### src/rtl/pulse_burst_if.sv
// Control, random-source and pulse-output bundle of the burst scheduler.
// The master side drives control and random inputs; the slave side is the scheduler.
interface pulse_burst_if #(
  parameter int RND_W = 16,
  parameter int GAP_W = 8,
  parameter int CNT_W = 8
);
  logic             ena;
  logic             start;
  logic             abort;
  logic [CNT_W-1:0] burst_len;
  logic [GAP_W-1:0] min_gap;
  logic [GAP_W-1:0] gap_mask;
  logic [RND_W-1:0] rnd_data;
  logic             rnd_valid;
  logic             rnd_req;
  logic             pulse_out;
  logic             busy;
  logic             done;

  modport master (
    output ena, start, abort, burst_len,
    output min_gap, gap_mask, rnd_data, rnd_valid,
    input  rnd_req, pulse_out, busy, done
  );

  modport slave (
    input  ena, start, abort, burst_len,
    input  min_gap, gap_mask, rnd_data, rnd_valid,
    output rnd_req, pulse_out, busy, done
  );
endinterface

### src/rtl/pulse_burst_scheduler.sv
// Burst scheduler: fetches random words, converts them to gaps,
// and emits bursts of fixed-width pulses.
module pulse_burst_scheduler #(
  parameter int RND_W   = 16,
  parameter int GAP_W   = 8,
  parameter int PULSE_W = 3,
  parameter int CNT_W   = 8
) (
  input logic clk,
  input logic rst_n,
  pulse_burst_if.slave bus
);

  localparam int WID_W = (PULSE_W > 1) ? $clog2(PULSE_W) : 1;

  typedef enum logic [1:0] {
    IDLE,
    FETCH,
    GAP,
    PULSE
  } state_t;

  state_t           state;
  logic [GAP_W:0]   gap_cnt;
  logic [WID_W-1:0] wid_cnt;
  logic [CNT_W-1:0] remaining;
  logic             cont;
  logic             done_q;
  logic [GAP_W:0]   gap_next;
  logic             unused_rnd;

  // One extra bit so min_gap plus the masked word never wraps.
  assign gap_next = {1'b0, bus.min_gap}
                  + {1'b0, bus.rnd_data[GAP_W-1:0] & bus.gap_mask};
  assign unused_rnd = ^bus.rnd_data[RND_W-1:GAP_W];

  always_ff @(posedge clk or negedge rst_n) begin
    if (!rst_n) begin
      state     <= IDLE;
      gap_cnt   <= '0;
      wid_cnt   <= '0;
      remaining <= '0;
      cont      <= 1'b0;
      done_q    <= 1'b0;
    end else if (bus.abort) begin
      state     <= IDLE;
      gap_cnt   <= '0;
      wid_cnt   <= '0;
      remaining <= '0;
      cont      <= 1'b0;
      done_q    <= 1'b0;
    end else if (bus.ena) begin
      done_q <= 1'b0;
      unique case (state)
        IDLE: begin
          if (bus.start) begin
            state     <= FETCH;
            remaining <= bus.burst_len;
            cont      <= (bus.burst_len == '0);
          end
        end
        FETCH: begin
          if (bus.rnd_valid) begin
            gap_cnt <= gap_next;
            state   <= GAP;
          end
        end
        GAP: begin
          if (gap_cnt == '0) begin
            state   <= PULSE;
            wid_cnt <= WID_W'(PULSE_W - 1);
          end else begin
            gap_cnt <= gap_cnt - 1'b1;
          end
        end
        PULSE: begin
          if (wid_cnt != '0) begin
            wid_cnt <= wid_cnt - 1'b1;
          end else if (!cont && remaining == CNT_W'(1)) begin
            state     <= IDLE;
            remaining <= '0;
            done_q    <= 1'b1;
          end else begin
            if (!cont) remaining <= remaining - 1'b1;
            state <= FETCH;
          end
        end
        default: state <= IDLE;
      endcase
    end
  end

  // A paused block shows no activity but keeps its place in the burst.
  assign bus.rnd_req   = (state == FETCH) & bus.ena;
  assign bus.pulse_out = (state == PULSE) & bus.ena;
  assign bus.busy      = (state != IDLE);
  assign bus.done      = done_q & bus.ena;

endmodule

### src/flat_wrapper.sv
// flat-port wrapper written by rule: the top's interface ports become plain ports
module pulse_burst_scheduler_flat 
#(
  parameter int RND_W   = 16,
  parameter int GAP_W   = 8,
  parameter int PULSE_W = 3,
  parameter int CNT_W   = 8
)
  (clk, rst_n, bus_ena, bus_start, bus_abort, bus_burst_len, bus_min_gap, bus_gap_mask, bus_rnd_data, bus_rnd_valid, bus_rnd_req, bus_pulse_out, bus_busy, bus_done);
  pulse_burst_if #(.RND_W(RND_W), .GAP_W(GAP_W), .CNT_W(CNT_W)) bus_i ();
  input logic clk;
  input logic rst_n;
  input wire logic [$bits(bus_i.ena)-1:0] bus_ena;
  input wire logic [$bits(bus_i.start)-1:0] bus_start;
  input wire logic [$bits(bus_i.abort)-1:0] bus_abort;
  input wire logic [$bits(bus_i.burst_len)-1:0] bus_burst_len;
  input wire logic [$bits(bus_i.min_gap)-1:0] bus_min_gap;
  input wire logic [$bits(bus_i.gap_mask)-1:0] bus_gap_mask;
  input wire logic [$bits(bus_i.rnd_data)-1:0] bus_rnd_data;
  input wire logic [$bits(bus_i.rnd_valid)-1:0] bus_rnd_valid;
  output wire logic [$bits(bus_i.rnd_req)-1:0] bus_rnd_req;
  output wire logic [$bits(bus_i.pulse_out)-1:0] bus_pulse_out;
  output wire logic [$bits(bus_i.busy)-1:0] bus_busy;
  output wire logic [$bits(bus_i.done)-1:0] bus_done;
  assign bus_i.ena = bus_ena;
  assign bus_i.start = bus_start;
  assign bus_i.abort = bus_abort;
  assign bus_i.burst_len = bus_burst_len;
  assign bus_i.min_gap = bus_min_gap;
  assign bus_i.gap_mask = bus_gap_mask;
  assign bus_i.rnd_data = bus_rnd_data;
  assign bus_i.rnd_valid = bus_rnd_valid;
  assign bus_rnd_req = bus_i.rnd_req;
  assign bus_pulse_out = bus_i.pulse_out;
  assign bus_busy = bus_i.busy;
  assign bus_done = bus_i.done;
  pulse_burst_scheduler #(.RND_W(RND_W), .GAP_W(GAP_W), .PULSE_W(PULSE_W), .CNT_W(CNT_W)) u_core (.clk(clk), .rst_n(rst_n), .bus(bus_i));
endmodule
### config.mk
export PLATFORM = sky130hd
export DESIGN_NAME = pulse_burst_scheduler_flat
export DESIGN_NICKNAME = d
export VERILOG_FILES = /design/src/rtl/pulse_burst_if.sv /design/src/rtl/pulse_burst_scheduler.sv /design/src/flat_wrapper.sv
export SDC_FILE = /design/constraint.sdc
export NUM_CORES = 1
export LEC_CHECK = 0
export CELL_PAD_IN_SITES_DETAIL_PLACEMENT = 0
export CELL_PAD_IN_SITES_GLOBAL_PLACEMENT = 1
export CORE_MARGIN = 2
export CORE_UTILIZATION = 33
export DETAILED_ROUTE_END_ITERATION = 7
export PLACE_DENSITY_LB_ADDON = 0.1
export SYNTH_ARGS = -nofsm -noshare
export SYNTH_HDL_FRONTEND = slang
export SYNTH_SLANG_ARGS = --single-unit
export TNS_END_PERCENT = 50
### constraint.sdc
create_clock -name clk -period 1.75 [get_ports clk]
set_input_delay 0.35 -clock clk [delete_from_list [all_inputs] [get_ports clk]]
set_output_delay 0.35 -clock clk [all_outputs]
set_load 0.02 [all_outputs]
==> metrics.md <==
| Metric | Value |
|---|---|
| Die area | about 0.0067 mm2 |
| Relative slew slack | 0.698 |
| Ranking of synthesized cells by area | dfrtp_1, ha_1, o21ai_0 |
| Synth warn | 0 |
| Setup TNS | -979 ps |
| Sequential area share after synthesis | 0.288 |
| Initial antenna violation count | 0 |
| Syn-to-layout area delta | 74.3% |
| Pleak | 0.00151 uW |
| Vias in the first global route | between 2000 and 2500 |
| Die Width | 81.8 um |
| Utilization after layout | 0.592 |
| RSZ-0062 raised after global routing | yes |
| H-tree Lvls | 1 |
| Post-synth top cells | nor2_1, dfrtp_1, o21ai_0, ha_1, inv_1 |
| Syn avg cell area | between 8 and 9 um2 |
| Top_reg_cell synth | dfrtp_1 |
| Routed Antenna Nets | 0 |
| Synth unique cells | 52 |
| Final GP Congestion | around 0.8 |
| Post-CTS Hold Fix Bufs | 0 |
| Cell with the most instances after synthesis | nor2_1 |
| IO Port Bufs | 41 |
| # placed instances | 413 |
| Max Clk Rate | 538 MHz |
| Initial DRT Pass Iterations | 4 |
| Mapped Cells | 235 |
| Row count | 28 |
| DR vias | 2205 |
| Core Area | a little under 0.006 mm2 |
| Final Hold Viols | 0 |
| Clk sinks | 23 |
| Final setup violation count | 15 |
| VDD IR max | 0.373 mV |
| First-pass GRT wire length | around 9900 um |
| DP Wirelength | 4620 um |
| Fin crit share | 1.06 |
| Tmin final | ~1900 ps |
| Final max-slew violation count | 0 |
| Asr flop ratio synth | 1.00 |
| Max Cap Violations | 0 |
| Antenna diodes | 0 |
| Total power | 2090 uW |
| Total track usage | 0.193 |
| Clock Tree Root | clkbuf_8 |
| Seq. cell area | between 500 and 600 um2 |
| Yosys top cell by area | dfrtp_1 |
| Detailed Route WL | 6160 um |
| DIE HEIGHT | 81.8 um |
| GR Overflow Total | 0 |
| Largest net degree at the start of global routing | 24 |
| Final WS setup | -108 ps |
| CP Capture Type | flip-flop |
| Critical Path Start Type | flip-flop |
| Fill cells | 545 |
| Pwr per Cell Area | around 600 mW/mm2 |
| Clock Tree Buf Depth | 2 |
| Worst EP arrival | about 2000 ps |
| Post-synth top area share | 0.288 |
| Nets | ~420 |
| Failing checks | setup timing |
| Clk slew on worst S/H paths | approximately 90 ps |
| Required @ worst endpoint | approximately 1900 ps |
| DR vias/cell | 5.08 |
| Register bit total from synthesis | 23 |
| Fin cells | 434 |
| Worst slew pin tran | 447 ps |
| Worst skew pair latency | 270 ps |
| DRC | 0 |
| Outcome | finished with violations |
| CTS tree | done |
| Iteration-0 DRC count of the detailed router | 71 |
| Worst Setup Path Type | reg2reg |
| Post-synth EDFFs | 0 |
| CP max FO | 7 |
| Syn_nets | between 200 and 300 |
| Netlist Area Pre-Place | 0.00200 mm2 |
| Initial Util | 0.339 |
| Clock skew | 7.27 ps |
| Multi-input logic area | 0.00166 mm2 |
| Share of cells above drive strength 1 | 0.418 |
| DP Area | 0.00300 mm2 |
| Routed WL per cell | roughly 14 um |
| Final instance area | 0.00348 mm2 |
| Clock buffer count from CTS | 3 |
| Hold Path Class | in2async |
| I/O Pins | 50 |
[repair_timing]
action	in CTS	in global routing
setup endpoints to repair	25	25
gates resized for setup	66	36
endpoints found under the hold margin	0	0
buffers inserted	10	9
pin swaps	34	19
[cell type report]
type,count,share of cell area
Multi-Input combinational cell,190,0.477
Timing Repair Buffer,124,0.298
Sequential cell,23,0.166
Tap cell,75,0.0269
Inverter,18,0.0194
Clock buffer,3,0.0119
Clock inverter,1,0.00144
[power breakdown]
part	internal, uW	switching [uW]	leakage, uW
registers	577	45.4	0.000314
clock network	159	189	0.0000255
logic	591	524	0.00117
[state kept, by name, summed over array words and instances, names as in the netlist]
signal and flops:
u_core.cont 1, u_core.done_q 1, u_core.gap_cnt 9, u_core.remaining 8, u_core.state 2, u_core.wid_cnt 2
[final timing paths]
| kind | slack (ps) | depth (start not counted) | startpoint | endpoint |
|---|---|---|---|---|
| setup / recovery | -110 | 6 | u_core.state[1]$_DFFE_PN0P_ | u_core.remaining[3]$_DFFE_PN0P_ |
| hold / removal | 430 | 2 | rst_n | u_core.wid_cnt[0]$_DFFE_PN0P_ |
| setup reg to reg | -110 | 6 | u_core.state[1]$_DFFE_PN0P_ | u_core.remaining[3]$_DFFE_PN0P_ |
| hold reg to reg | 520 | 2 | u_core.gap_cnt[8]$_DFFE_PN0P_ | u_core.gap_cnt[8]$_DFFE_PN0P_ |
| max in group asynchronous | 1060 | 2 | rst_n | u_core.state[0]$_DFFE_PN0P_ |
| min in group clk | 520 | 2 | u_core.gap_cnt[8]$_DFFE_PN0P_ | u_core.gap_cnt[8]$_DFFE_PN0P_ |
[per-layer routing]
layer / share of wire / GRT usage
met5: 0 / 0
met4: 0.0045 / 0.0200
met2: 0.45 / 0.303
met1: 0.52 / 0.288
met3: 0.028 / 0.0297
[kinds of logic (layout without fill, tap and decap cells)]
logic type | Yosys count | after routing | synth area share
AND/OR/NAND/NOR | 90 | 90 | 0.252
AO/OA/AOI/OAI | 72 | 72 | 0.255
flip-flops | 23 | 23 | 0.288
buffers and inverters | 22 | 146 | 0.0419
adder cells (fa/ha/maj) | 18 | 18 | 0.116
XOR/XNOR | 6 | 6 | 0.0263
multiplexers | 4 | 4 | 0.0200
[worst max-delay path: stages, from the launching register on]
cell      delay [ps]
dfrtp_1          440
buf_6            150
ha_4             180
nand2b_1         190
a211o_1          360
or3_1            370
o211ai_1          90
[placed cells by master (no fill, tap or decap), types with 3 or more instances in the layout]
cell / count
buf_4: 76
clkdlybuf4s50_1: 27
dfrtp_1: 22
nor2_1: 20
nand2_1: 12
a21oi_1: 11
inv_1: 10
o21ai_0: 10
nand2b_1: 9
o21ai_1: 9
ha_4: 9
inv_2: 7
dlygate4sd2_1: 7
buf_6: 7
and2_1: 6
o211ai_1: 6
nor3_1: 5
ha_1: 5
and2_4: 4
nand3_1: 4
a31oi_1: 4
xor2_1: 4
nor2_2: 3
o32ai_1: 3
mux2i_1: 3
ha_2: 3
clkbuf_8: 3
buf_2: 3
[stage by stage]
stage	setup WS [ps]	hold slack, ps
global placement	-511	514
finish	-108	431
CTS	-138	446
global route	-204	477
detailed placement	-600	512
floorplan	-38.5	54.4
No activity file was read; power rests on OpenSTA's default activity.
